===== config.mk =====
export PLATFORM = sky130hd
export DESIGN_NAME = odd_seq_ctrl_flat
export DESIGN_NICKNAME = d
export VERILOG_FILES = /design/src/rtl/odd_seq_ctrl_if.sv /design/src/rtl/odd_seq_ctrl.sv /design/src/flat_wrapper.sv
export SDC_FILE = /design/constraint.sdc
export NUM_CORES = 1
export LEC_CHECK = 0
export ABC_AREA = 1
export BUFFER_PORTS_ARGS = -buffer_cell sky130_fd_sc_hd__buf_2
export CAP_MARGIN = 0
export CORE_AREA = 2 2 48 72
export CTS_CLUSTER_SIZE = 20
export DETAILED_ROUTE_END_ITERATION = 6
export DIE_AREA = 0 0 50 74
export PLACE_DENSITY_LB_ADDON = 0.12
export SKIP_LAST_GASP = 1
export SLEW_MARGIN = 10
export SYNTH_ARGS = -nofsm -noshare
export SYNTH_HDL_FRONTEND = slang
export SYNTH_SLANG_ARGS = --single-unit

===== constraint.sdc =====
create_clock -name clk -period 3.48 [get_ports clk]
set_clock_uncertainty 0.2 [all_clocks]
set_input_delay 0.348 -clock clk [delete_from_list [all_inputs] [get_ports clk]]
set_output_delay 0.348 -clock clk [all_outputs]
set_load 0.01 [all_outputs]

===== src/rtl/odd_seq_ctrl_if.sv =====
// Request/display bus between a run requester and odd_seq_ctrl.
// The controller takes the slave side; the requester (or a bench) takes the master side.
interface odd_seq_ctrl_if #(
    parameter int n = 8
);
    logic         start;
    logic [n-1:0] limit;
    logic         abort;
    logic [n-1:0] data_out;
    logic         ld;
    logic         reg_clr;
    logic         busy;
    logic         done;

    modport master (
        output start, limit, abort,
        input  data_out, ld, reg_clr, busy, done
    );

    modport slave (
        input  start, limit, abort,
        output data_out, ld, reg_clr, busy, done
    );
endinterface


===== src/rtl/odd_seq_ctrl.sv =====
// Drives a loadable register with the odd sequence 1, 3, 5, ... up to a captured limit,
// pacing loads HOLD idle cycles apart; every output is registered.
module odd_seq_ctrl #(
    parameter int n    = 8,
    parameter int HOLD = 2
) (
    input  logic             clk,
    input  logic             clr_n,
    odd_seq_ctrl_if.slave    bus
);
    localparam int CW = $clog2(HOLD + 1);

    typedef enum logic [2:0] {
        IDLE,
        CLR,
        LOAD,
        WAIT,
        DONE
    } state_t;

    state_t        state;
    logic [n-1:0]  lim_q;
    logic [CW-1:0] hold_cnt;
    logic [n-1:0]  data_q;
    logic          ld_q;
    logic          reg_clr_q;
    logic          busy_q;
    logic          done_q;
    logic [n:0]    next_val;

    // One extra bit keeps the carry so the sequence stops instead of wrapping past 2^n-1.
    assign next_val = {1'b0, data_q} + (n+1)'(2);

    always_ff @(posedge clk or negedge clr_n) begin
        if (!clr_n) begin
            state     <= IDLE;
            lim_q     <= '0;
            hold_cnt  <= '0;
            data_q    <= '0;
            ld_q      <= 1'b0;
            reg_clr_q <= 1'b0;
            busy_q    <= 1'b0;
            done_q    <= 1'b0;
        end else begin
            ld_q      <= 1'b0;
            reg_clr_q <= 1'b0;
            done_q    <= 1'b0;
            if (state != IDLE && bus.abort) begin
                state  <= IDLE;
                busy_q <= 1'b0;
            end else begin
                case (state)
                    IDLE: begin
                        busy_q <= 1'b0;
                        if (bus.start) begin
                            lim_q     <= bus.limit;
                            data_q    <= n'(1);
                            reg_clr_q <= 1'b1;
                            busy_q    <= 1'b1;
                            state     <= CLR;
                        end
                    end
                    CLR: begin
                        if (lim_q == '0) begin
                            done_q <= 1'b1;
                            busy_q <= 1'b0;
                            state  <= DONE;
                        end else begin
                            ld_q  <= 1'b1;
                            state <= LOAD;
                        end
                    end
                    LOAD: begin
                        hold_cnt <= CW'(HOLD);
                        state    <= WAIT;
                    end
                    WAIT: begin
                        hold_cnt <= hold_cnt - 1'b1;
                        // The cycle that takes the counter to zero is the decision edge.
                        if (hold_cnt == CW'(1)) begin
                            if (next_val[n] || (next_val > {1'b0, lim_q})) begin
                                done_q <= 1'b1;
                                busy_q <= 1'b0;
                                state  <= DONE;
                            end else begin
                                data_q <= next_val[n-1:0];
                                ld_q   <= 1'b1;
                                state  <= LOAD;
                            end
                        end
                    end
                    DONE: begin
                        busy_q <= 1'b0;
                        state  <= IDLE;
                    end
                    default: begin
                        busy_q <= 1'b0;
                        state  <= IDLE;
                    end
                endcase
            end
        end
    end

    assign bus.data_out = data_q;
    assign bus.ld       = ld_q;
    assign bus.reg_clr  = reg_clr_q;
    assign bus.busy     = busy_q;
    assign bus.done     = done_q;
endmodule


===== src/flat_wrapper.sv =====
// flat-port wrapper written by rule: the top's interface ports become plain ports
module odd_seq_ctrl_flat 
#(
    parameter int n    = 8,
    parameter int HOLD = 2
)
  (clk, clr_n, bus_start, bus_limit, bus_abort, bus_data_out, bus_ld, bus_reg_clr, bus_busy, bus_done);
  odd_seq_ctrl_if #(.n(n)) bus_i ();
  input  logic clk;
  input  logic clr_n;
  input wire logic [$bits(bus_i.start)-1:0] bus_start;
  input wire logic [$bits(bus_i.limit)-1:0] bus_limit;
  input wire logic [$bits(bus_i.abort)-1:0] bus_abort;
  output wire logic [$bits(bus_i.data_out)-1:0] bus_data_out;
  output wire logic [$bits(bus_i.ld)-1:0] bus_ld;
  output wire logic [$bits(bus_i.reg_clr)-1:0] bus_reg_clr;
  output wire logic [$bits(bus_i.busy)-1:0] bus_busy;
  output wire logic [$bits(bus_i.done)-1:0] bus_done;
  assign bus_i.start = bus_start;
  assign bus_i.limit = bus_limit;
  assign bus_i.abort = bus_abort;
  assign bus_data_out = bus_i.data_out;
  assign bus_ld = bus_i.ld;
  assign bus_reg_clr = bus_i.reg_clr;
  assign bus_busy = bus_i.busy;
  assign bus_done = bus_i.done;
  odd_seq_ctrl #(.n(n), .HOLD(HOLD)) u_core (.clk(clk), .clr_n(clr_n), .bus(bus_i));
endmodule

* Word-level counts from Yosys, hierarchy flattened
Index checks and enable logic that the tools add are counted.
** Storage, ports and cells
- Flip-flop bits (word level) :: 25
- Input bits :: 12
- Output and inout bits :: 12
- Logic and storage cells :: 65
** Operators by class
- $add $sub $neg :: 2
- Magnitude comparators :: 1
- Equality and inequality tests :: 12
- Mux-type cells :: 29
- Bitwise operators :: 1
- Reduce and logical (&&, ||, !) cells :: 12
** Operators by type and width (number)
- 8-bit two-way mux :: 3
- 8-bit case mux with 2 select lines :: 1
- 1-bit two-way mux :: 15
- 3-bit two-way mux :: 5
- 3-bit case mux with 4 select lines :: 1
- 8-bit by 2-bit adder with 9-bit output, second input constant :: 1
- 9-bit by 8-bit greater-than comparator with 1-bit output :: 1
- 3-bit by 1-bit inequality test with 1-bit output, second input constant :: 3
- 8-bit zero test :: 1
- 3-bit by 2-bit == test with 1-bit output, second input constant :: 2
- 5-bit AND reduction :: 1
- 2-bit by 1-bit inequality test with 1-bit output, second input constant :: 2
- 2-bit inequality test, second input constant :: 2
- 1-bit case mux with 2 select lines :: 2
- 1-bit case mux with 4 select lines :: 1
- 2-bit case mux with 2 select lines :: 1
- 2-bit AND reduction :: 2
- 4-bit AND reduction :: 1
- 2-bit nonzero test :: 2
- 3-bit by 1-bit == test with 1-bit output, second input constant :: 1
- 3-bit zero test :: 1
- 3-bit by 2-bit inequality test with 1-bit output, second input constant :: 1
- 3-bit AND reduction :: 1
- 3-bit nonzero test :: 1
- 5 further kinds :: 5

* Depth between registers and ports, before layout
Gate-level depths: netlist of the first run.
- Depth in word-level cells :: 7
- Depth in mapped cells :: 17
- Gate-level depth less buffers :: 17

* Worst setup path before layout of the first run
No wires, ideal clock.
- Path type :: flip-flop to flip-flop
- Start :: register u_core.data_q[1], in the netlist u_core.bus.data_out[1]
- End :: register u_core.data_q[4], in the netlist u_core.bus.data_out[4]
- Library setup time :: 117 ps
- Arrival time :: 1957 ps
- Data required time :: 3163 ps
- Slack :: 1205 ps
- Stages on the path, launching flop included :: 14
- Path buffers :: 0
- Clock period less this slack :: 2275 ps
- Cells stage by stage :: dfrtp_1 inv_1 nor2_2 nand3_1 xnor2_1 ha_1 a21o_1 a21oi_1 and2_1 nand2_1 nand3_2 nand2_4 nand2_1 nand2_1
** On the way
- Cells in the longest elaborated chain, start to end :: 5
- Elaborated cells on any way between the ends :: 8
- Those cells by class :: 1 x add/sub; 1 x order compare; 1 x eq/ne; 3 x mux; 2 x reduce/logical
** RTL lines
- start, declared :: RTL line odd_seq_ctrl.sv:24 : logic [n-1:0] data_q;
- start signal, assigned :: RTL line odd_seq_ctrl.sv:57 : data_q <= n'(1);
- start signal, assigned :: RTL line odd_seq_ctrl.sv:86 : data_q <= next_val[n-1:0];
- 8-bit by 2-bit adder with 9-bit output * :: RTL line odd_seq_ctrl.sv:32 : assign next_val = {1'b0, data_q} + (n+1)'(2);
- 9-bit by 8-bit greater-than comparator with 1-bit output :: RTL line odd_seq_ctrl.sv:81 : if (next_val[n] || (next_val > {1'b0, lim_q})) begin
- 1-bit logical OR :: RTL line odd_seq_ctrl.sv:81
- 2-bit inequality test (no line)
- 5-bit AND reduction (no line)
Every way passes the cells marked *; elsewhere a longest branch is shown, timed or not. The select of a mux whose other input is x is not followed.
A chain may end at the register's enable or synchronous reset.

* Worst setup path in the final report of the first run
- Start :: register u_core.data_q[1], in the netlist u_core.bus.data_out[1]
- End :: register u_core.data_q[2], in the netlist u_core.bus.data_out[2]
The elaborated chain is that of the path after synthesis.

==> results.sh, run 1 <==
export IMPL_first_global_vias=1307
export IMPL_critPathArrivalTime_ns=2.63
export IMPL_startpoint="u_core.bus.data_out[1]$_DFFE_PN0P_"
export IMPL_grt_busiest_layer="met2"
export IMPL_grt_util_met3=0.0321
export IMPL_peakVddDrop_v=0.000379
export IMPL_worstHoldEndpoint="u_core.lim_q[4]$_DFFE_PN0P_"
export IMPL_gp_congestion=0.865
export IMPL_fin_crit_sh=0.751
export IMPL_final_common_cell="nand2_1"
export IMPL_cts_tree="done"
export IMPL_rows=25
export IMPL_place_ws_ns=0.940
export IMPL_netlist_instances=181
export IMPL_port_buffers=23
export IMPL_routed_wirelength_mm=3.19
export IMPL_clk_pin_slew_ns=0.09
export IMPL_ff2ff_setup_slack_ns=0.87
export IMPL_grt_max_degree=26
export IMPL_timing_setup_tns_ns=0
export IMPL_final_nets=230
export IMPL_wl_per_cell_um=12.9
export IMPL_grt_pass1_wl_mm=5.57
export IMPL_grt_antenna_before_repair=0
export IMPL_n_antenna_cell=0
export IMPL_grt_use_total=0.201
export IMPL_ant_nets=0
export IMPL_switching_share=0.437
export IMPL_cts_path_max_buffers=2
export IMPL_design_area_sq_um=1690
export IMPL_min_from="bus_limit[4]"
export IMPL_cts_root_buf="clkbuf_8"
export IMPL_syn2layout_area_growth_pct=14.0
export IMPL_drc=0
export IMPL_grt_overflow=0
export IMPL_hp_class="input pin to register"
export IMPL_tightest_slew_ns=0.571
export IMPL_finalHoldViolations=0
export IMPL_ios=24
export IMPL_slew_violations=0
export IMPL_cts_buffers=3
export IMPL_syn_avg_cell_area_sq_um=8.17
export IMPL_initialDrtViolationCount=18
export IMPL_fp_dieArea_sq_um=3700
export IMPL_use_met1=0.220
export IMPL_outcome="completed"
export IMPL_max_freq_mhz=382
export IMPL_die_x_um=50
export IMPL_p_clk_frac=0.156
export IMPL_insertion_delay_ns=0.28
export IMPL_rr_startpoint="u_core.bus.data_out[1]$_DFFE_PN0P_"
export IMPL_first_pass_iters=4
export IMPL_final_cell_mix="nand2_1, inv_1, dfrtp_1"
export IMPL_p_comb_frac=0.478
export IMPL_p_int_uw=645
export IMPL_finalPower_mw=1.15
export IMPL_maxCapViolations=0
export IMPL_rr_worst_depth=12
export IMPL_cts_sinks=25
export IMPL_syn_nets=203
export IMPL_grt_setup_unrepaired="false"
export IMPL_worst_ep_required_time_ns=3.50
export IMPL_htreeDepth=1
export IMPL_start_kind="register"
export IMPL_synthDistinctLibCells=27
export IMPL_postLayoutSetupSlackWorst_ns=0.865
export IMPL_grt_use_met2=0.367
export IMPL_core_area_sq_um=3100
export IMPL_num_vias=1271
export IMPL_relSlewSlack=0.619
export IMPL_cts_setup_buffers=0
export IMPL_placed_cell_area_sq_um=1630
export IMPL_path_class="register to register"
export IMPL_syn_area_sq_um=1480
export IMPL_hpwl_mm=2.52
export IMPL_powerDensity_nw_per_um2=680
export IMPL_whs_path_depth=3
export IMPL_min_period_ns=2.61
export IMPL_crit_fanout=7
export IMPL_holdWs_ns=0.0772
export IMPL_endpoint_kind="register"
export IMPL_leakage_nw=0.953
export IMPL_finalSetupViolCount=0
export IMPL_ys_seq_area_frac=0.423
export IMPL_vias_per_cell=5.15
export IMPL_seqPwrFrac=0.366
export IMPL_ys_ff_latch=25
export IMPL_r2r_end="u_core.bus.data_out[2]$_DFFE_PN0P_"
export IMPL_synth_warning_count=0
export IMPL_die_height_um=74
export IMPL_layout_drive_gt1_share=0.188
export IMPL_p_sw_uw=501
export IMPL_start_util=0.478
## cells in the mapped netlist, drive strengths merged
library cell	number	area, sq um
and2	1	6.26
o21ai	11	55.1
nand2	50	203
a21o	2	15.0
inv	31	119
xnor2	2	17.5
nor2	14	81.3
clkbuf	1	3.75
nand4	14	87.6
nand3	7	40.0
a21oi	6	30.0
buf	1	11.3
o21a	1	7.51
nor3	1	5.00
o2111ai	1	8.76
dfrtp	25	626
ha	10	125
xor2	2	17.5
a211oi	1	20.0
## state kept, by name, summed over array words and instances (netlist names)
name and count:
u_core.bus.ld 1, u_core.bus.done 1, u_core.bus.data_out 8, u_core.state 3, u_core.bus.busy 1, u_core.bus.reg_clr 1
u_core.hold_cnt 2, u_core.lim_q 8
## cell type report
cell class                      count  area [sq um]
Multi-Input combinational cell    123           719
Tap cell                           40          50.0
Inverter                           31           119
Timing Repair Buffer               24           125
Fill cell                         299          1410
Clock inverter                      1          5.00
Sequential cell                    25           626
Clock buffer                        3          41.3
## metal layers
layer,part of all wire,vias to the layer above
met5,0,-
met1,0.39,597
met3,0.031,11
met2,0.55,25
li1,-,638
met4,0.032,0
## power groups by stage
stage               combinational, mW  clock, mW  sequential, mW
global placement                0.534          0           0.420
detailed placement              0.558          0           0.425
floorplan                       0.421          0           0.426
CTS                             0.558      0.181           0.421
global route                    0.639      0.193           0.430
finish                          0.548      0.179           0.420
## logic make-up (layout without fill, tap and decap cells)
group	Yosys count	count (layout)	share of synthesized area
compound gates	22	22	0.0922
simple gates	87	87	0.286
buf+inv	33	59	0.0905
fa+ha+maj	10	10	0.0846
flops	25	25	0.423
xor+xnor	4	4	0.0237
## critical path: stages (launching register included)
cell and delay [ns]:
dfrtp_1 0.40, inv_1 0.10, nor2_2 0.20, nand3_1 0.11, xnor2_1 0.28, ha_1 0.32, a21o_1 0.16, a21oi_1 0.15
and2_1 0.14, nand2_1 0.08, nand2_1 0.19, nand4_1 0.12, nand2_1 0.10
## repair_timing
action / CTS / global route
gates resized for setup: 0 / 0
hold buffers: 1 / 0
endpoints found under the hold margin: 25 / 0
## how the worst max path moves through the flow
| stage | endpoint | cells after the start |
|---|---|---|
| after global routing | u_core.bus.data_out[7]$_DFFE_PN0P_ | 12 |
| after global placement | u_core.bus.data_out[7]$_DFFE_PN0P_ | 12 |
| after floorplan | u_core.bus.data_out[4]$_DFFE_PN0P_ | 13 |
| after detailed placement | u_core.bus.data_out[2]$_DFFE_PN0P_ | 12 |
| after CTS | u_core.bus.data_out[2]$_DFFE_PN0P_ | 12 |
| final | u_core.bus.data_out[2]$_DFFE_PN0P_ | 12 |
## metrics by stage
stage	cells	utilization
final	247	0.544
after CTS	247	0.544
after floorplan	181	-
after global placement	242	0.526
after detailed placement	242	0.526
after global routing	247	0.544
(Power assumes the default switching activity.)
==> inputs of run 2 (changes only) <==
--- a/config.mk
+++ b/config.mk
@@ -5,13 +5,13 @@
 export SDC_FILE = /design/constraint.sdc
 export NUM_CORES = 1
 export LEC_CHECK = 0
-export ABC_AREA = 1
+export ABC_AREA = 0
 export BUFFER_PORTS_ARGS = -buffer_cell sky130_fd_sc_hd__buf_2
 export CAP_MARGIN = 0
-export CORE_AREA = 2 2 48 72
+export CORE_AREA = 2 2 47 70
 export CTS_CLUSTER_SIZE = 20
 export DETAILED_ROUTE_END_ITERATION = 6
-export DIE_AREA = 0 0 50 74
+export DIE_AREA = 0 0 49 72
 export PLACE_DENSITY_LB_ADDON = 0.12
 export SKIP_LAST_GASP = 1
 export SLEW_MARGIN = 10
==> constraint.sdc (replaced) <==
create_clock -name clk -period 2.2 [get_ports clk]
set_clock_uncertainty 0.2 [all_clocks]
set_input_delay 0.22 -clock clk [delete_from_list [all_inputs] [get_ports clk]]
set_output_delay 0.22 -clock clk [all_outputs]
set_load 0.01 [all_outputs]
==> results.sh, run 2 <==
export IMPL_hp_class="input pin to register"
export IMPL_outcome="complete, but fails checks"
export IMPL_ys_ff_latch=25
export IMPL_rr_startpoint="u_core.bus.data_out[1]$_DFFE_PN0P_"
export IMPL_cp_depth=9
export IMPL_synth_edff_count=0
export IMPL_gp_congestion=0.862
export IMPL_postLayoutSetupSlackWorst_ns=-0.563
export IMPL_cts_path_max_buffers=2
export IMPL_synth_most_common_cell="dfrtp_1"
export IMPL_grt_overflow=0
export IMPL_syn_avg_cell_area_sq_um=9.50
export IMPL_r2r_end="u_core.bus.data_out[3]$_DFFE_PN0P_"
export IMPL_grt_antenna_before_repair=0
export IMPL_max_freq_mhz=362
export IMPL_final_common_cell="buf_4"
export IMPL_final_util=0.659
export IMPL_relSlewSlack=0.634
export IMPL_fp_dieArea_sq_um=3530
export IMPL_place_ws_ns=-0.564
export IMPL_wl_per_cell_um=14.1
export IMPL_vias_per_cell=5.29
export IMPL_ios=24
export IMPL_fillers=262
export IMPL_regArea_sq_um=631
export IMPL_top_layer_used="met4"
export IMPL_initialDrtViolationCount=53
export IMPL_peakVddDrop_v=0.000734
export IMPL_clk_pin_slew_ns=0.08
export IMPL_cp_top_family="simple AND/OR/NAND/NOR gates"
export IMPL_start_util=0.473
export IMPL_ff2ff_setup_slack_ns=-0.56
export IMPL_wl_met1_mm=1.34
export IMPL_min_period_ns=2.76
export IMPL_cp_slowest_stage_delay_ns=0.47
export IMPL_finalHoldViolations=0
export IMPL_final_nets=226
export IMPL_start_kind="register"
export IMPL_critPathArrivalTime_ns=2.72
export IMPL_async_reset_ff_frac=1.00
export IMPL_worstHoldEndpoint="u_core.bus.data_out[0]$_DFFE_PN0P_"
export IMPL_cts_tree="done"
export IMPL_cts_buffers=3
export IMPL_endpoint_kind="register"
export IMPL_path_cells="ha_4, nand3_2, xnor2_2, ha_1, and3_1, or3b_1, o211ai_2, or4b_4, a32o_1"
export IMPL_leakage_nw=0.990
export IMPL_slew_violations=0
export IMPL_synthTopCellsByCount="dfrtp_1, nand2_1, inv_1, o21ai_0, ha_1"
export IMPL_fin_crit_sh=1.26
export IMPL_slowest_stage="or4b_4"
export IMPL_port_buffers=23
export IMPL_first_pass_iters=4
export IMPL_netlist_instances=145
export IMPL_syn2layout_area_growth_pct=39.4
export IMPL_maxCapViolations=0
export IMPL_syn_area_sq_um=1380
export IMPL_design_area_sq_um=1920
export IMPL_rr_worst_depth=9
export IMPL_htreeDepth=1
export IMPL_yosys_most_used_dff="dfrtp_1"
export IMPL_dpl_cell_count=228
export IMPL_first_global_vias=1329
export IMPL_placed_cell_area_sq_um=1730
export IMPL_min_from="bus_start"
export IMPL_tightest_slew_ns=0.550
export IMPL_critical_path_buf_inv_count=0
export IMPL_ys_seq_area_frac=0.454
export IMPL_wl_met2_mm=1.86
export IMPL_rows=24
export IMPL_finalSetupViolCount=12
export IMPL_multi_input_area_sq_um=739
export IMPL_powerDensity_nw_per_um2=879
export IMPL_final_cells=242
export IMPL_synth_top_area_cell="dfrtp_1"
export IMPL_wl_met3_um=100
export IMPL_path_class="register to register"
export IMPL_die_x_um=49
export IMPL_whs_path_depth=3
export IMPL_num_vias=1281
export IMPL_timing_setup_tns_ns=-4.82
export IMPL_drc=0
export IMPL_ant_nets=0
export IMPL_crit_fanout=4
export IMPL_grt_pass1_wl_mm=5.98
export IMPL_layout_drive_gt1_share=0.345
export IMPL_worst_ep_required_time_ns=2.16
export IMPL_hpwl_mm=2.58
export IMPL_synthDistinctLibCells=33
export IMPL_core_area_sq_um=2910
export IMPL_routed_wirelength_mm=3.42
export IMPL_cts_sinks=25
export IMPL_synth_top_area_frac=0.454
export IMPL_failed_checks="setup timing"
export IMPL_synthTopCellsByArea="dfrtp_1, ha_1, nand2_1"
export IMPL_n_antenna_cell=0
export IMPL_final_cell_mix="buf_4, buf_2, dfrtp_1"
export IMPL_grt_max_degree=26
export IMPL_grt_use_total=0.223
export IMPL_cts_root_buf="clkbuf_8"
export IMPL_syn_nets=167
export IMPL_synth_warning_count=0
export IMPL_grt_setup_unrepaired="true"
export IMPL_insertion_delay_ns=0.27
export IMPL_die_height_um=72
==> run 2: cell types whose count changed in the layout (fill, tap and decap cells not counted), sizes merged, moves of 8 or more <==
cell         previous run  this run
nand2                  50        17
buf                    23        48
inv                    31        16
nand4                  14         1
dlygate4sd3             1         9
nor2                   14         6
==> run 2: worst max-delay path by stage <==
stage                                       start                                 end
6_report       u_core.bus.data_out[1]$_DFFE_PN0P_  u_core.bus.data_out[3]$_DFFE_PN0P_
5_1_grt        u_core.bus.data_out[3]$_DFFE_PN0P_  u_core.bus.data_out[3]$_DFFE_PN0P_
4_1_cts        u_core.bus.data_out[2]$_DFFE_PN0P_  u_core.bus.data_out[3]$_DFFE_PN0P_
3_5_place_dp   u_core.bus.data_out[1]$_DFFE_PN0P_  u_core.bus.data_out[1]$_DFFE_PN0P_
3_3_place_gp   u_core.bus.data_out[3]$_DFFE_PN0P_  u_core.bus.data_out[1]$_DFFE_PN0P_
2_1_floorplan  u_core.bus.data_out[5]$_DFFE_PN0P_  u_core.bus.data_out[3]$_DFFE_PN0P_
==> run 2: kinds of logic after synthesis <==
| group | count (synthesis) | share of synthesized area |
|---|---|---|
| compound gates | 34 | 0.165 |
| xor+xnor | 5 | 0.0318 |
| fa+ha+maj | 10 | 0.0908 |
| buf+inv | 20 | 0.0599 |
| flops | 25 | 0.454 |
| mux | 1 | 0.00817 |
| simple gates | 50 | 0.190 |
==> run 2: cell type report <==
type                       count  share of cell area
timing repair buffer          57               0.205
multi-input combinational    100               0.385
inverter                      17              0.0332
sequential                    25               0.328
clock buffer                   4              0.0235
tap                           39              0.0254
==> run 2: stage by stage <==
step           hold WS (ns)  power, mW
2_1_floorplan        -0.276       1.09
3_3_place_gp         0.0406       1.35
3_5_place_dp         0.0436       1.39
4_1_cts              0.0627       1.70
5_1_grt              0.0943       1.84
6_report             0.0696       1.69
==> run 2: timing repair <==
action / in CTS / in global routing
gates resized for setup: 7 / 3
buffers inserted: 1 / 0
setup endpoints to repair: 12 / 12
hold buffers: 9 / 0
pin swaps: 6 / 1
hold endpoints to repair: 33 / 0
==> run 2: tightest hold or removal path: stages <==
cell     delay, ns
buf_2         0.09
nand2_1       0.11
nand2_1       0.09
==> run 2: metal layers <==
metal | global-route usage | vias up
li1 | - | 630
met1 | 0.256 | 598
met2 | 0.409 | 39
met3 | 0.0185 | 14
met4 | 0.121 | 0
met5 | 0 | -
==> run 2: power breakdown <==
part / total (mW) / switching [mW] / leakage (nW) / internal (mW)
Combinational: 0.765 / 0.409 / 0.652 / 0.355
Clock: 0.268 / 0.138 / 0.0228 / 0.130
Sequential: 0.655 / 0.0698 / 0.315 / 0.586
Total: 1.69 / 0.618 / 0.990 / 1.07
==> inputs of run 3 (changes only) <==
--- a/config.mk
+++ b/config.mk
@@ -8,10 +8,10 @@
 export ABC_AREA = 0
 export BUFFER_PORTS_ARGS = -buffer_cell sky130_fd_sc_hd__buf_2
 export CAP_MARGIN = 0
-export CORE_AREA = 2 2 47 70
+export CORE_AREA = 2 2 46 70
 export CTS_CLUSTER_SIZE = 20
 export DETAILED_ROUTE_END_ITERATION = 6
-export DIE_AREA = 0 0 49 72
+export DIE_AREA = 0 0 48 72
 export PLACE_DENSITY_LB_ADDON = 0.12
 export SKIP_LAST_GASP = 1
 export SLEW_MARGIN = 10
==> constraint.sdc (replaced) <==
create_clock -name clk -period 2.8 [get_ports clk]
set_clock_uncertainty 0.2 [all_clocks]
set_input_delay 0.28 -clock clk [delete_from_list [all_inputs] [get_ports clk]]
set_output_delay 0.28 -clock clk [all_outputs]
set_load 0.01 [all_outputs]
==> results.sh, run 3 (synthesis gave the netlist of run 2 again) <==
export IMPL_postLayoutSetupSlackWorst_ns=0.0221
export IMPL_relSlewSlack=0.627
export IMPL_critPathArrivalTime_ns=2.75
export IMPL_fp_dieArea_sq_um=3460
export IMPL_start_kind="register"
export IMPL_max_freq_mhz=360
export IMPL_peakVddDrop_v=0.000440
export IMPL_insertion_delay_ns=0.27
export IMPL_finalPower_mw=1.24
export IMPL_cts_tree="done"
export IMPL_routed_wirelength_mm=3.21
export IMPL_die_height_um=72
export IMPL_final_util=0.617
export IMPL_vias_per_cell=5.40
export IMPL_first_global_vias=1229
export IMPL_grt_use_total=0.206
export IMPL_maxCapViolations=0
export IMPL_fillers=248
export IMPL_crit_fanout=5
export IMPL_dpl_cell_count=211
export IMPL_grt_overflow=0
export IMPL_multi_input_area_sq_um=746
export IMPL_hp_class="input pin to register"
export IMPL_place_ws_ns=-0.00550
export IMPL_path_class="register to register"
export IMPL_clk_pin_slew_ns=0.09
export IMPL_syn2layout_area_growth_pct=27.8
export IMPL_gp_congestion=0.839
export IMPL_ios=24
export IMPL_grt_max_degree=26
export IMPL_n_antenna_cell=0
export IMPL_cp_slowest_stage_delay_ns=0.44
export IMPL_cts_path_max_buffers=2
export IMPL_initialDrtViolationCount=11
export IMPL_grt_setup_unrepaired="true"
export IMPL_rows=24
export IMPL_finalHoldViolations=0
export IMPL_cts_sinks=25
export IMPL_grt_antenna_before_repair=0
export IMPL_finalSetupViolCount=0
export IMPL_powerDensity_nw_per_um2=704
export IMPL_layout_drive_gt1_share=0.311
export IMPL_outcome="completed"
export IMPL_final_cells=222
export IMPL_die_x_um=48
export IMPL_worst_ep_required_time_ns=2.77
export IMPL_final_nets=206
export IMPL_leakage_nw=0.888
export IMPL_wl_per_cell_um=14.5
export IMPL_fin_crit_sh=0.992
export IMPL_hpwl_mm=2.38
export IMPL_cts_buffers=3
export IMPL_endpoint_kind="register"
export IMPL_drc=0
export IMPL_tightest_slew_ns=0.560
export IMPL_slew_violations=0
export IMPL_regArea_sq_um=631
export IMPL_port_buffers=23
export IMPL_path_cells="ha_4, nand3_4, xnor2_2, ha_1, and3_4, or3b_4, o211ai_2, or4b_1, a32o_1"
export IMPL_start_util=0.483
export IMPL_min_period_ns=2.78
export IMPL_cp_top_family="simple AND/OR/NAND/NOR gates"
export IMPL_final_common_cell="buf_2"
export IMPL_final_cell_mix="buf_2, dfrtp_1, nand2_1"
export IMPL_ant_nets=0
export IMPL_cts_root_buf="clkbuf_8"
export IMPL_grt_pass1_wl_mm=5.13
export IMPL_first_pass_iters=4
export IMPL_core_area_sq_um=2850
export IMPL_critical_path_buf_inv_count=0
export IMPL_ff2ff_setup_slack_ns=0.02
export IMPL_htreeDepth=1
export IMPL_slowest_stage="or4b_1"
export IMPL_num_vias=1199
[run 3: power by group]
group          internal (mW)  switching [mW]  total (mW)
Clock                  0.102           0.115       0.217
Sequential             0.460          0.0654       0.526
Combinational          0.214           0.283       0.497
[run 3: cell type report]
type	count	share of cell area
clock buffers	4	0.0256
inverters	17	0.0362
repair buffers	37	0.129
well taps	39	0.0277
flip-flops and latches	25	0.358
multi-input cells	100	0.424
[run 3: worst paths after layout]
path | to | cells past startpoint | start
max | u_core.bus.data_out[3]$_DFFE_PN0P_ | 9 | u_core.bus.data_out[2]$_DFFE_PN0P_
min | u_core.lim_q[0]$_DFFE_PN0P_ | 3 | bus_limit[0]
max reg2reg | u_core.bus.data_out[3]$_DFFE_PN0P_ | 9 | u_core.bus.data_out[2]$_DFFE_PN0P_
min reg2reg | u_core.bus.data_out[0]$_DFFE_PN0P_ | 2 | u_core.bus.data_out[0]$_DFFE_PN0P_
max in group asynchronous | u_core.bus.data_out[3]$_DFFE_PN0P_ | 2 | clr_n
min in group asynchronous | u_core.bus.data_out[6]$_DFFE_PN0P_ | 2 | clr_n
[run 3: what timing repair did]
action	in CTS	in global routing
buffers inserted	0	6
gates resized for setup	1	10
endpoints found under the setup margin	1	6
pin swaps	0	7
hold buffers	1	0
hold endpoints to repair	25	0
[run 3: metrics by stage]
step | hold WS (ns) | setup TNS, ns | area, sq um
floorplan | -0.216 | 0 | 1400
global placement | 0.0976 | 0 | 1600
detailed placement | 0.115 | -0.00550 | 1600
CTS | 0.00984 | 0 | 1660
global route | 0.0130 | -0.194 | 1760
finish | 0.00714 | 0 | 1760
[run 3: tightest hold or removal path, stage by stage]
cell and delay, ns:
buf_2 0.08, nand2_1 0.04, nand2_1 0.05
[run 3: metal layers]
layer,vias to the layer above,share of wire,GRT usage
li1,592,-,-
met1,571,0.42,0.234
met2,27,0.52,0.361
met3,9,0.022,0.0149
met4,0,0.037,0.105
met5,-,0,0
